## config.mk

```make
export PLATFORM = sky130hd
export DESIGN_NAME = instruction_fetch_unit
export DESIGN_NICKNAME = d
export VERILOG_FILES = /design/src/rtl/cpu_pkg.sv /design/src/rtl/ifid_pipeline_register.sv /design/src/rtl/instruction_fetch_unit.sv
export SDC_FILE = /design/constraint.sdc
export NUM_CORES = 1
export LEC_CHECK = 0
export ABC_AREA = 1
export CAP_MARGIN = 0
export CORE_MARGIN = 10
export CORE_UTILIZATION = 49
export DETAILED_ROUTE_END_ITERATION = 12
export PLACE_DENSITY = 0.83
export SLEW_MARGIN = 0
export SYNTH_ARGS = -nofsm -noshare
export SYNTH_HDL_FRONTEND = slang
export SYNTH_SLANG_ARGS = --single-unit
```

## constraint.sdc

```tcl
create_clock -name Clk -period 3.5 [get_ports Clk]
set_input_delay 0.875 -clock Clk [delete_from_list [all_inputs] [get_ports Clk]]
set_output_delay 0.875 -clock Clk [all_outputs]
set_load 0.02 [all_outputs]
```

## src/rtl/cpu_pkg.sv

```systemverilog
// Shared definitions for the MIPS core front end: word widths, default
// reset PC, the bubble encoding and the fetch-path selection type.
package cpu_pkg;

    localparam int          WORD_W       = 32;
    localparam int          JUMP_INDEX_W = 26;
    localparam logic [31:0] NOP_WORD_DEF = 32'h0000_0000;
    localparam logic [31:0] RESET_PC_DEF = 32'h0000_0000;

    // Which rule governs the next fetch edge, highest priority first.
    typedef enum logic [2:0] {
        SEL_JUMP   = 3'd0,
        SEL_BRANCH = 3'd1,
        SEL_FLUSH  = 3'd2,
        SEL_STALL  = 3'd3,
        SEL_SEQ    = 3'd4
    } fetch_sel_e;

    // A byte address is word-misaligned when either of its low two bits is set.
    function automatic logic is_misaligned(input logic [WORD_W-1:0] addr);
        return (addr[1:0] != 2'b00);
    endfunction

endpackage

```

## src/rtl/ifid_pipeline_register.sv

```systemverilog
// IF/ID pipeline register: holds the fetched instruction, its PC+4 and a
// valid flag. Bubble has priority over load; with neither, contents hold.
module ifid_pipeline_register
    import cpu_pkg::*;
#(
    parameter logic [WORD_W-1:0] NOP_WORD = NOP_WORD_DEF
) (
    input  logic              Clk,
    input  logic              Reset,
    input  logic              i_load,
    input  logic              i_bubble,
    input  logic [WORD_W-1:0] i_instruction,
    input  logic [WORD_W-1:0] i_pc_plus4,
    output logic [WORD_W-1:0] o_instruction,
    output logic [WORD_W-1:0] o_pc_plus4,
    output logic              o_valid
);

    logic [WORD_W-1:0] r_instruction;
    logic [WORD_W-1:0] r_pc_plus4;
    logic              r_valid;

    // Register update: reset/bubble insert a NOP, load captures the fetch, else hold.
    always_ff @(posedge Clk or negedge Reset) begin
        if (!Reset) begin
            r_instruction <= NOP_WORD;
            r_pc_plus4    <= 32'h0000_0000;
            r_valid       <= 1'b0;
        end else if (i_bubble) begin
            r_instruction <= NOP_WORD;
            r_pc_plus4    <= 32'h0000_0000;
            r_valid       <= 1'b0;
        end else if (i_load) begin
            r_instruction <= i_instruction;
            r_pc_plus4    <= i_pc_plus4;
            r_valid       <= 1'b1;
        end else begin
            r_instruction <= r_instruction;
            r_pc_plus4    <= r_pc_plus4;
            r_valid       <= r_valid;
        end
    end

    assign o_instruction = r_instruction;
    assign o_pc_plus4    = r_pc_plus4;
    assign o_valid       = r_valid;

endmodule

```

## src/rtl/instruction_fetch_unit.sv

```systemverilog
// Fetch stage: owns the PC, addresses instruction memory, applies
// jump/branch redirects, stall and flush, and fills the IF/ID register.
// Also keeps a saturating count of delivered instructions and a sticky
// flag for misaligned branch targets.
module instruction_fetch_unit
    import cpu_pkg::*;
#(
    parameter logic [WORD_W-1:0] RESET_PC    = RESET_PC_DEF,
    parameter int                COUNT_WIDTH = 16,
    parameter logic [WORD_W-1:0] NOP_WORD    = NOP_WORD_DEF
) (
    input  logic                    Clk,
    input  logic                    Reset,
    input  logic                    Stall,
    input  logic                    Flush,
    input  logic                    BranchTaken,
    input  logic [WORD_W-1:0]       BranchTarget,
    input  logic                    Jump,
    input  logic [JUMP_INDEX_W-1:0] JumpIndex,
    input  logic [WORD_W-1:0]       IMemInstruction,
    output logic [WORD_W-1:0]       IMemAddress,
    output logic [WORD_W-1:0]       IFID_Instruction,
    output logic [WORD_W-1:0]       IFID_PCPlus4,
    output logic                    IFID_Valid,
    output logic [COUNT_WIDTH-1:0]  FetchCount,
    output logic                    AlignErr
);

    logic [WORD_W-1:0]      r_pc;
    logic [COUNT_WIDTH-1:0] r_count;
    logic                   r_align_err;

    fetch_sel_e             w_sel;
    logic [WORD_W-1:0]      w_pc_plus4;
    logic [WORD_W-1:0]      w_jump_target;
    logic [WORD_W-1:0]      w_branch_target;
    logic [WORD_W-1:0]      w_pc_next;
    logic                   w_ifid_load;
    logic                   w_ifid_bubble;
    logic                   w_count_inc;
    logic                   w_align_set;

    // Sequential PC wraps modulo 2^32; jump stays in the 256 MB region of the
    // instruction in decode; branch targets are forced to word alignment.
    assign w_pc_plus4      = r_pc + 32'd4;
    assign w_jump_target   = {IFID_PCPlus4[31:28], JumpIndex, 2'b00};
    assign w_branch_target = {BranchTarget[31:2], 2'b00};

    // Priority decode of the control inputs; redirects beat flush and stall.
    always_comb begin
        w_sel = SEL_SEQ;
        if (Jump) begin
            w_sel = SEL_JUMP;
        end else if (BranchTaken) begin
            w_sel = SEL_BRANCH;
        end else if (Flush) begin
            w_sel = SEL_FLUSH;
        end else if (Stall) begin
            w_sel = SEL_STALL;
        end else begin
            w_sel = SEL_SEQ;
        end
    end

    // Next-PC mux and IF/ID / counter controls for the selected rule.
    always_comb begin
        w_pc_next     = r_pc;
        w_ifid_load   = 1'b0;
        w_ifid_bubble = 1'b0;
        w_count_inc   = 1'b0;
        case (w_sel)
            SEL_JUMP: begin
                w_pc_next     = w_jump_target;
                w_ifid_bubble = 1'b1;
            end
            SEL_BRANCH: begin
                w_pc_next     = w_branch_target;
                w_ifid_bubble = 1'b1;
            end
            SEL_FLUSH: begin
                w_pc_next     = Stall ? r_pc : w_pc_plus4;
                w_ifid_bubble = 1'b1;
            end
            SEL_STALL: begin
                w_pc_next     = r_pc;
            end
            SEL_SEQ: begin
                w_pc_next     = w_pc_plus4;
                w_ifid_load   = 1'b1;
                w_count_inc   = 1'b1;
            end
            default: begin
                w_pc_next     = r_pc;
                w_ifid_bubble = 1'b1;
            end
        endcase
    end

    // Only a branch can carry a misaligned target; jump targets are built aligned.
    assign w_align_set = (w_sel == SEL_BRANCH) && is_misaligned(BranchTarget);

    // Program counter register.
    always_ff @(posedge Clk or negedge Reset) begin
        if (!Reset) begin
            r_pc <= RESET_PC;
        end else begin
            r_pc <= w_pc_next;
        end
    end

    // Saturating count of real instructions delivered to decode.
    always_ff @(posedge Clk or negedge Reset) begin
        if (!Reset) begin
            r_count <= '0;
        end else if (w_count_inc && !(&r_count)) begin
            r_count <= r_count + {{(COUNT_WIDTH-1){1'b0}}, 1'b1};
        end else begin
            r_count <= r_count;
        end
    end

    // Sticky misaligned-redirect flag, cleared only by reset.
    always_ff @(posedge Clk or negedge Reset) begin
        if (!Reset) begin
            r_align_err <= 1'b0;
        end else if (w_align_set) begin
            r_align_err <= 1'b1;
        end else begin
            r_align_err <= r_align_err;
        end
    end

    ifid_pipeline_register #(
        .NOP_WORD (NOP_WORD)
    ) u_ifid (
        .Clk           (Clk),
        .Reset         (Reset),
        .i_load        (w_ifid_load),
        .i_bubble      (w_ifid_bubble),
        .i_instruction (IMemInstruction),
        .i_pc_plus4    (w_pc_plus4),
        .o_instruction (IFID_Instruction),
        .o_pc_plus4    (IFID_PCPlus4),
        .o_valid       (IFID_Valid)
    );

    assign IMemAddress = r_pc;
    assign FetchCount  = r_count;
    assign AlignErr    = r_align_err;

endmodule
```

# Word-level counts from Yosys, hierarchy flattened
# Index checks and enable logic that the tools add are counted.
[totals]
register_bits = 114
inputBits = 96
wordCells = 36
[op_classes]
n_addsub = 2
eq_ne = 6
n_mux = 13
reduce_logical = 9
[op_table]
columns = ["op", "n"]
rows = [
  ["$mux 32", 5],
  ["$pmux 32 s4", 1],
  ["$add 32x3->32 const B", 1],
  ["$add 16x1->16 const B", 1],
  ["$reduce_and 16->1", 1],
  ["$mux 3", 4],
  ["$eq 3x2->1 const B", 2],
  ["$reduce_bool 4->1", 1],
  ["$eq 3x1->1 const B", 1],
  ["$eq 3x3->1 const B", 1],
  ["$logic_not 3->1", 1],
  ["$mux 1", 3],
  ["$logic_and 1x1->1", 2],
  ["$ne 2x1->1 const B", 1],
  ["$ne 2x2->1 const B", 1],
  ["$reduce_and 2->1", 1],
  ["$reduce_bool 2->1", 1],
  ["$reduce_or 2->1", 1],
  ["$logic_not 1->1", 1],
]

# Longest topological paths before layout
[logic_depth]
word_depth = 8
mapped_depth = 10
mapped_depth_nobuf = 10

# Modules after synthesis
# A second synthesis with hierarchy kept.
[hier_totals]
cells_unflattened = 829
area_unflattened_um2 = 6142.1
[by_module_without_submodules]
columns = ["module", "n_inst", "cells_per_inst", "area_per_inst_um2", "seq_area_each_um2"]
rows = [
  ["instruction_fetch_unit", 1, 549, 3527.1, 1176.1],
  ["ifid_pipeline_register", 1, 280, 2615.0, 1626.6],
]

# Least setup slack after synthesis
# OpenSTA, ideal clock, no wires.
[synth_timing]
path_type = "input port to flip-flop"
from = "in BranchTaken"
to = "reg r_pc[13], in the netlist IMemAddress[13]"
t_arrival_ns = 1.723
slack_ns = 1.659
path_stages = 10
cell_sequence = "inv_1 -> nor2_1 -> inv_1 -> nand2_1 -> inv_2 -> buf_4 -> nand2_1 -> nand3_1 -> a21oi_1 -> nor2_1"
[synth_via]
elab_chain_len = 5
word_cells_on_any_way = 10
[synth_lines]
columns = ["element", "line", "text"]
rows = [
  ["start, declared", "instruction_fetch_unit.sv:16", "input logic BranchTaken,"],
  ["$mux 3 *", "instruction_fetch_unit.sv:54", "end else if (BranchTaken) begin"],
  ["$mux 3 *", "instruction_fetch_unit.sv:52", "if (Jump) begin"],
  ["$eq 3x1->1, or another cell as far along", "instruction_fetch_unit.sv:71", "case (w_sel)"],
  ["$reduce_bool 4->1 (no source line) / $ne 2x2->1 (equally long branches)", "--", ""],
  ["$reduce_and 2->1 (no source line)", "--", ""],
  ["end signal, assigned", "instruction_fetch_unit.sv:107", "r_pc <= w_pc_next;"],
  ["end, declared", "instruction_fetch_unit.sv:29", "logic [WORD_W-1:0] r_pc;"],
]
# Every way passes the cells marked *; elsewhere a longest branch is shown, timed or not.
# A chain may end at the register's enable or synchronous reset.

# Final worst setup path
[layout_timing]
from = "in Stall"
to = "reg r_pc[8], in the netlist IMemAddress[8]"
[layout_via]
elab_chain_len = 7
word_cells_on_any_way = 12
[layout_lines]
columns = ["element", "line", "text"]
rows = [
  ["start, declared", "instruction_fetch_unit.sv:14", "input logic Stall,"],
  ["$mux 3", "instruction_fetch_unit.sv:58", "end else if (Stall) begin"],
  ["$mux 3", "instruction_fetch_unit.sv:56", "end else if (Flush) begin"],
  ["$mux 3", "instruction_fetch_unit.sv:54", ""],
  ["$mux 3", "instruction_fetch_unit.sv:52", ""],
  ["$eq 3x1->1, or another cell as far along", "instruction_fetch_unit.sv:71", ""],
  ["$reduce_bool 4->1 (no source line) / $ne 2x2->1 (equally long branches)", "--", ""],
  ["$reduce_and 2->1 (no source line)", "--", ""],
]
# Several ways; a longest one is shown, not always the timed one.

==> flow_metrics.tcl <==
set metrics [dict create \
    dr_wl_met2_um 9320 \
    synth_cell_types 42 \
    synth_area_leader_cell "dfrtp_1" \
    required_ns 3.74 \
    drive_gt1_share_pct 6.52 \
    finalSetupTns_ns 0 \
    cts_max_level 3 \
    hold_path.class "flop to flop" \
    clk_pin_slew_ns 0.08 \
    root_buffer "clkbuf_16" \
    synth.most_common_cell "nand2_1" \
    synth_common_cells "252 x nand2_1, 110 x dfrtp_1, 69 x nor2_1, 60 x inv_1, 57 x nand3_1" \
    grt_max_degree 69 \
    drc 0 \
    seqCellArea_mm2 0.00275 \
    multi_input_area_mm2 0.00272 \
    area_growth_pct 42.6 \
    period_minus_slack_ns 2.62 \
    status "finished clean" \
    wl_met3_um 1590 \
    wl_per_cell_um 17.8 \
    clock_latency_ns 0.35 \
    routabilityCongestion 0.904 \
    netlist_top_cells_area "dfrtp_1 47%, nand2_1 16%, a22o_1 5.7%, nand3_1 4.9%, nor2_1 4.4%" \
    crit_type "input pin to flop" \
    highest_layer "met4" \
    critPathCaptureType "flop" \
    hold_violations 0 \
    ant_nets 0 \
    die_x_um 129 \
    rows 39 \
    async_flop_share_pct 100 \
    grt_antenna_before_repair 2 \
    yosysTopAreaCellShare_pct 47.0 \
    path_max_fanout 26 \
    power.density_mw_per_mm2 407 \
    rsz0062_at_grt "no" \
    core_area_mm2 0.0116 \
    irDropWorstVdd_mv 0.413 \
    clock_sinks 110 \
    ys_ff_latch 110 \
    worstMarginPinSlew_ns 0.912 \
    grt_overflow 0 \
    postLayoutCoreUtil_pct 72.3 \
    maxCapViolations 0 \
    cellLeakagePower_nw 3.86 \
    grt_use_total_pct 22.9 \
    dp_hpwl_um 14600 \
    viasPerCell 5.25 \
    io_pins 210 \
    maxSlewViolCount 0 \
    ys.flop_type "dfrtp_1" \
    wl_met1_um 7610 \
    vias 5677 \
    netlist_instances 735 \
    synth_area_mm2 0.00586 \
    n_fill_cell 886 \
    finalWirelength_um 19200 \
    grt_pass1_vias 5677 \
    arrival_ns 2.86 \
    synth_edf_count 0 \
    clk_path_buf_depth 2 \
    finalSetupViolCount 0 \
    cts_buffers 9 \
    firstDrtPassIters 5 \
    nNetsFinal 1029 \
    ys_seq_area_share_pct 47.0 \
    grt_pass1_wl_um 30600 \
    dieArea_mm2 0.0167 \
    portBuffers 205 \
    fin_crit_sh_pct 74.9 \
    initial_core_util_pct 50.7 \
    fp.dieH_um 129 \
    relSlewSlack_pct 39.1 \
    start_kind "input pin" \
    synth.avg_cell_area_um2 7.98 \
    cts_tree "built" \
    post-cts-setup-buffers 0 \
    synth-warning-count 0 \
    fmax_mhz 382 \
    hold_buffers 0 \
    skew_ns 0.00693 \
    initialDrtViolationCount 424 \
    postCtsResizedCells 0 \
]
==> final cells by class <==
class	instances	share of cell area, %
sequential	110	32.9
antenna	2	0.0599
multi-input combinational	534	32.5
inverter	64	2.87
tap	143	2.14
clock buffer	9	2.69
clock inverter	7	1.03
timing repair buffer	212	25.7
==> kinds of logic (layout without fill, tap and decap cells) <==
family          after synthesis  count (layout)  synth area share (%)
other cells                   1               6                0.0640
compound gates               91              91                  11.2
xor+xnor                     24              24                  3.84
flops                       110             110                  47.0
buf+inv                      94             292                  6.96
fa+ha+maj                     2               2                 0.427
simple gates                413             413                  30.5
==> worst paths after layout <==
| kind | cells past startpoint | slack [ns] | endpoint | startpoint |
|---|---|---|---|---|
| setup reg to reg | 8 | 1.73 | IMemAddress[20]$_DFFE_PN0P_ | IMemAddress[2]$_DFFE_PN0P_ |
| min in group asynchronous | 1 | 0.52 | FetchCount[3]$_DFFE_PN0P_ | Reset |
| setup / recovery | 8 | 0.88 | IMemAddress[8]$_DFFE_PN0P_ | Stall |
| hold reg to reg | 2 | 0.48 | u_ifid.o_pc_plus4[20]$_DFFE_PN0P_ | u_ifid.o_pc_plus4[20]$_DFFE_PN0P_ |
| hold / removal | 2 | 0.48 | u_ifid.o_pc_plus4[20]$_DFFE_PN0P_ | u_ifid.o_pc_plus4[20]$_DFFE_PN0P_ |
| max in group asynchronous | 2 | 2.20 | u_ifid.o_pc_plus4[16]$_DFFE_PN0P_ | Reset |
==> report_power, final <==
part / internal [mW] / switching, mW
Clock: 0.574 / 0.520
Sequential: 1.36 / 0.124
Combinational: 0.383 / 0.439
==> flip-flops by register name (all words and copies together) (netlist names) <==
register / flops
u_ifid.o_instruction: 32
AlignErr: 1
u_ifid.o_pc_plus4: 30
u_ifid.o_valid: 1
IMemAddress: 30
FetchCount: 16
==> layer usage <==
metal | GRT usage, % | up-vias
li1 | - | 2753
met1 | 28.4 | 2668
met2 | 37.4 | 220
met3 | 6.16 | 36
met4 | 9.23 | 0
met5 | 0 | -
==> metrics by stage <==
stage	power (mW)	instances	hold WS, ns	setup slack [ns]	area (um2)
after floorplan	1.90	738	0.579	1.66	5870
after global placement	2.32	1063	0.464	0.619	8040
after detailed placement	2.33	1063	0.466	0.545	8040
after CTS	3.42	1079	0.485	0.919	8360
after global routing	3.56	1081	0.509	0.680	8360
final	3.40	1081	0.484	0.879	8360
==> worst max-delay path, cell delays in order <==
cell             delay (ns)
clkdlybuf4s50_1        0.49
nand2_1                0.11
nand2_1                0.16
clkinv_1               0.71
nand2_1                0.28
nand3_1                0.09
nand2_1                0.07
nand2_1                0.07
==> layout by cell type, fill, tap and decap left out, drive strengths merged, types with 4 or more instances in the layout <==
cell and count:
nand2 259, clkdlybuf4s50 204, dfrtp 110, nor2 85, inv 68, nand3 58, a22o 38, a21oi 24
o21ai 17, xor2 13, xnor2 11, clkbuf 9, buf 8, nor3 5, conb 4
Note: power is estimated with default switching activity, not from simulation.
==> RTL change 1, RTL diff (same flow settings) <==
Register the input `BranchTarget` before use, without a reset. The logic sees it one clock later. The other inputs are not delayed to match.
--- a/src/rtl/instruction_fetch_unit.sv
+++ b/src/rtl/instruction_fetch_unit.sv
@@ -27,4 +27,10 @@
 );
 
+    logic [WORD_W-1:0] BranchTarget_q;
+
+    always_ff @(posedge Clk) begin
+        BranchTarget_q <= BranchTarget;
+    end
+
     logic [WORD_W-1:0]      r_pc;
     logic [COUNT_WIDTH-1:0] r_count;
@@ -45,5 +51,5 @@
     assign w_pc_plus4      = r_pc + 32'd4;
     assign w_jump_target   = {IFID_PCPlus4[31:28], JumpIndex, 2'b00};
-    assign w_branch_target = {BranchTarget[31:2], 2'b00};
+    assign w_branch_target = {BranchTarget_q[31:2], 2'b00};
 
     // Priority decode of the control inputs; redirects beat flush and stall.
@@ -98,5 +104,5 @@
 
     // Only a branch can carry a misaligned target; jump targets are built aligned.
-    assign w_align_set = (w_sel == SEL_BRANCH) && is_misaligned(BranchTarget);
+    assign w_align_set = (w_sel == SEL_BRANCH) && is_misaligned(BranchTarget_q);
 
     // Program counter register.
Behaviour: not the same (a bounded check fails within 4 cycles, from zero or initial values and one cycle with Reset low).
==> RTL change 1 against the original RTL <==
Worst setup slack worse by 42 ps. Fmax decreased by 1.6%. Routed wire length rose by 6.5%. Cell area grew 11%. Sequential cell count increased by 32. Clock skew shrank 0.81 ps. Sequential power rose by 27%. Utilization rose by 0.32 points. Power up 31%. Synthesized area up 10%. Non-clock buffer count increased by 3. Highest routed layer unchanged.
==> RTL change 1: results (changes against the original RTL) <==
GRT
  • Vias in the first global route: 5954 (+4.9%)
  • Largest net degree at the start of global routing: 58 (-16%)
  • GR Util All Layers: 22.4% (-0.54 points)
  • First-pass GRT wire length: 32000 um (+4.5%)
  • Initial antenna violation count: 0 (-2)

Critical path
  • CP Max Fanout: 9 (-65%)
  • Critical path's top delay family: buffers and inverters
  • Crit path largest cell delay: 720 ps
  • R2R setup slack: 1470 ps (-260 ps)
  • Critical path's slowest cell: clkdlybuf4s50_1
  • Worst reg2reg path depth: 8 (unchanged)
  • Worst EP arrival: 1790 ps (-1070 ps)

Detailed routing
  • Drt total wl: 20500 um (+6.5%)
  • Initial DRC count: 409 (-3.5%)
  • Detailed Routing Iterations Pass 1: 5 (unchanged)
  • Vias per inst: 5.22 (-0.66%)
  • WL/cell: 17.5 um (-1.6%)

STA
  • Final Skew: 6.13 ps (-0.809 ps)
  • TNS Setup: 0 ps (unchanged)
  • Worst-Margin Slew: 767 ps (-145 ps)
  • Final setup violation count: 0 (unchanged)

Synth
  • Xor/xnor cell area share of the yosys netlist: 3.37% (-0.47 points)
  • Adder-Cell Fraction of Synth Area: 0.388% (-0.039 points)
  • Synth Instances: 777 (+5.7%)
  • Main area contributors after synthesis: dfrtp_1, nand2_1, dfxtp_1, a22o_1, nor2_1
  • List of most frequent post-synthesis cells: nand2_1, dfrtp_1, nor2_1
  • Mux contribution to synthesized area: 0% (unchanged)
  • Sequential element share of the synthesized area: 52.5% (+5.6 points)
  • Synthesis Warnings: 0 (unchanged)
  • Synth Area in Compound Gates: 9.90% (-1.3 points)
  • Synth unique cells: 37 (-12%)
  • Async set-reset flop share out of synthesis: 77.5% (-23 points)

Placement
  • PortBufs: 205 (unchanged)
  • HPWL Detailed: 15600 um (+7.3%)
  • Routability cong.: 0.943 (+4.4%)

Pwr
  • Leak: 4.23 nW (+9.3%)
  • Worst vdd ir: 0.382 mV (-7.5%)

Worst hold path
  • Worst Hold Class: register to register
  • WHS Path Cells: 2 (unchanged)

CTS
  • Latest clock arrival within the worst-skew pair: 420 ps (+70 ps)
  • Clock root cell: clkbuf_16
  • Post-cts resize count: 0 (unchanged)
  • Setup Buffers After CTS: 0 (unchanged)
  • Clk slew on worst S/H paths: 60 ps (-20 ps)
  • CTS H-Tree Depth: 4 (+1)
  • Clock buffer depth: 2 (unchanged)
  • Cts bufs inserted: 17 (+8)

Final layout
  • Number of diodes: 0 (-2)
  • Layout cells sized above 1: 7.62% (+1.1 points)
  • FILL cells: 951 (+7.3%)
  • Layout Nets: 1083 (+5.2%)

Run status
  • Status: completed
[RTL change 1: cell count changes in the layout (fill, tap and decap cells not counted), moves of 4 or more]
cell,before,now
inv_1,60,64
o21ai_0,9,16
nor2_4,9,5
clkbuf_16,9,21
nand2_2,3,7
xnor2_1,11,1
xor2_1,11,22
o21ai_2,5,0
nor2_1,68,82
nand2_1,252,244
buf_4,4,10
inv_4,0,4
dfxtp_1,0,32
[RTL change 1: routing by layer]
metal / routed length, um / vias to the layer above / GRT usage (%)
met5: 0 / - / 0
met4: 553 / 0 / 9.31
met3: 2280 / 41 / 7.27
met2: 9140 / 310 / 33.7
met1: 8490 / 2844 / 29.0
li1: - / 2909 / -
[RTL change 1: through the flow]
step                      cell area [um^2]  utilization (%)  setup slack [ps]  hold slack, ps  total power (W)
final                                 9280             72.6               837             476          0.00446
after floorplan                       6470                -              1670             458          0.00226
after CTS                             9280             72.6               830             480          0.00448
after global placement                8670             67.9               934             456          0.00268
after global routing                  9280             72.6               782             494          0.00464
after detailed placement              8670             67.9               838             465          0.00269
[RTL change 1: layout make-up]
type | instances | area, um^2 | share of cell area [%]
inverters | 70 | 263 | 2.83
repair buffers | 215 | 2140 | 23.0
clock buffers | 25 | 561 | 6.04
multi-input cells | 539 | 2670 | 28.7
flip-flops and latches | 142 | 3390 | 36.6
well taps | 172 | 215 | 2.32
clock inverters | 7 | 40.0 | 0.432
[RTL change 1: worst paths after layout]
check / start / endpoint
min in group asynchronous: Reset / FetchCount[2]$_DFFE_PN0P_
hold reg to reg: u_ifid.o_pc_plus4[13]$_DFFE_PN0P_ / u_ifid.o_pc_plus4[13]$_DFFE_PN0P_
max in group asynchronous: Reset / u_ifid.o_pc_plus4[13]$_DFFE_PN0P_
setup / recovery: IMemAddress[2]$_DFFE_PN0P_ / IMemAddress[2]
setup reg to reg: IMemAddress[2]$_DFFE_PN0P_ / IMemAddress[18]$_DFFE_PN0P_
hold / removal: u_ifid.o_pc_plus4[13]$_DFFE_PN0P_ / u_ifid.o_pc_plus4[13]$_DFFE_PN0P_
[RTL change 1: logic make-up (layout without fill, tap and decap cells)]
group	count (synthesis)	after routing
adder cells (fa/ha/maj)	2	2
buffers and inverters	99	317
AO/OA/AOI/OAI	90	90
XOR/XNOR	24	24
flip-flops	142	142
other	1	4
AND/OR/NAND/NOR	419	419
[RTL change 1: report_power, final]
part	internal, W	switching (W)
combinational	0.000358	0.000430
clock	0.00111	0.000676
sequential	0.00174	0.000138
==> RTL change 2, RTL diff (same settings) <==
Made on the original files. Reset style: synchronous (`Reset`), changed in 4 clocked blocks.
--- a/src/rtl/ifid_pipeline_register.sv
+++ b/src/rtl/ifid_pipeline_register.sv
@@ -22,5 +22,5 @@
 
     // Register update: reset/bubble insert a NOP, load captures the fetch, else hold.
-    always_ff @(posedge Clk or negedge Reset) begin
+    always_ff @(posedge Clk) begin
         if (!Reset) begin
             r_instruction <= NOP_WORD;
--- a/src/rtl/instruction_fetch_unit.sv
+++ b/src/rtl/instruction_fetch_unit.sv
@@ -101,5 +101,5 @@
 
     // Program counter register.
-    always_ff @(posedge Clk or negedge Reset) begin
+    always_ff @(posedge Clk) begin
         if (!Reset) begin
             r_pc <= RESET_PC;
@@ -110,5 +110,5 @@
 
     // Saturating count of real instructions delivered to decode.
-    always_ff @(posedge Clk or negedge Reset) begin
+    always_ff @(posedge Clk) begin
         if (!Reset) begin
             r_count <= '0;
@@ -121,5 +121,5 @@
 
     // Sticky misaligned-redirect flag, cleared only by reset.
-    always_ff @(posedge Clk or negedge Reset) begin
+    always_ff @(posedge Clk) begin
         if (!Reset) begin
             r_align_err <= 1'b0;
Behaviour: differs if Reset is asserted again (counterexample within 4 cycles, from zero or initial values and one cycle with Reset low); with Reset held inactive, the same outputs for 4 cycles.
==> RTL change 2 against the original RTL <==
First-iteration DRC count up 0.71%. Sequential cell count is the same. Utilization is 1.2 points lower. Synthesized area is 0.53% higher. Power shrank 17%. Sequential power is 9% lower. Cell area down 1.3%. Routed wire length is 1.3% higher. Worst setup slack improved by 150 ps.
==> RTL change 2: results (changes against the original RTL) <==
Pwr
  • Leak: 3.25 nW (-16%)
  • Worst vdd ir: 0.229 mV (-45%)
  • Pwr Density: 343 nW/um^2 (-16%)
  • Combinational Power Share: 15.2% (-9.0 points)
  • Clock power share: 37.5% (+5.3 points)

GRT
  • Vias in the first global route: 5879 (+3.6%)
  • First-pass GRT wire length: 30100 um (-1.6%)
  • GR Util All Layers: 22.2% (-0.73 points)

Synth
  • Synth unique cells: 40 (-4.8%)
  • Main area contributors after synthesis: dfxtp_1, nand2_1, nor2_1, a21oi_1, inv_1
  • List of most frequent post-synthesis cells: nand2_1, dfxtp_1, nor2_1
  • Async set-reset flop share out of synthesis: 0% (-100 points)
  • Synth Instances: 887 (+21%)
  • Primary FF master, synth: dfxtp_1

Final layout
  • FILL cells: 988 (+12%)
  • Number of diodes: 0 (-2)
  • Max reg flops: 32 (unchanged)

Detailed routing
  • Initial DRC count: 427 (+0.71%)
  • Vias: 6211 (+9.4%)
  • WL/cell: 16.0 um (-10%)
  • Vias per inst: 5.10 (-2.8%)

Critical path
  • Critical path's slowest cell: clkdlybuf4s50_1
  • Worst EP arrival: 2740 ps (-120 ps)
  • CP Max Fanout: 28 (+7.7%)
  • Crit path largest cell delay: 490 ps (-220 ps)

CTS
  • CTS H-Tree Depth: 3 (unchanged)
  • Setup Buffers After CTS: 0 (unchanged)

Placement
  • Routability cong.: 0.923 (+2.1%)
  • HPWL Detailed: 14600 um (about the same)
  • Cells after DPL: 1202 (+13%)

Run status
  • Status: completed

STA
  • Worst rel slew slack: 29.4% (-9.7 points)
  • Final Skew: 8.17 ps (+1.24 ps)
RTL change 2: final timing paths:
kind	startpoint	endpoint	slack (ps)
setup / recovery	Flush	IMemAddress[16]$_SDFFE_PN0P_	1030
hold / removal	u_ifid.o_instruction[2]$_SDFFE_PN0N_	u_ifid.o_instruction[2]$_SDFFE_PN0N_	460
setup reg to reg	FetchCount[0]$_SDFFE_PN0P_	FetchCount[15]$_SDFFE_PN0P_	1580
hold reg to reg	u_ifid.o_instruction[2]$_SDFFE_PN0N_	u_ifid.o_instruction[2]$_SDFFE_PN0N_	460
RTL change 2: cell families after synthesis:
group / Yosys count / synth area share (%)
compound gates: 148 / 13.7
xor+xnor: 26 / 4.25
fa+ha+maj: 2 / 0.425
buf+inv: 130 / 9.53
flops: 110 / 37.4
other cells: 1 / 0.0636
simple gates: 470 / 34.6
RTL change 2: area by class of cell:
| type | instances | area share, % |
|---|---|---|
| Tap cell | 143 | 2.17 |
| Clock inverter | 6 | 0.925 |
| Multi-Input combinational cell | 650 | 38.0 |
| Timing Repair Buffer | 212 | 25.5 |
| Sequential cell | 110 | 26.7 |
| Clock buffer | 9 | 2.73 |
| Inverter | 87 | 3.96 |
RTL change 2: worst max-delay path: cells and delay by family:
family | cells | cell delay, ps
AND/OR/NAND/NOR | 3 | 380
buffers and inverters | 3 | 970
AO/OA/AOI/OAI | 2 | 470
RTL change 2: metal layers:
| metal | vias to the layer above | share of wire (%) | track usage [%] |
|---|---|---|---|
| met5 | - | 0 | 0 |
| met4 | 0 | 1.4 | 5.36 |
| met3 | 16 | 9.0 | 6.53 |
| met2 | 232 | 48 | 39.1 |
| met1 | 2828 | 41 | 26.0 |
| li1 | 3135 | - | - |
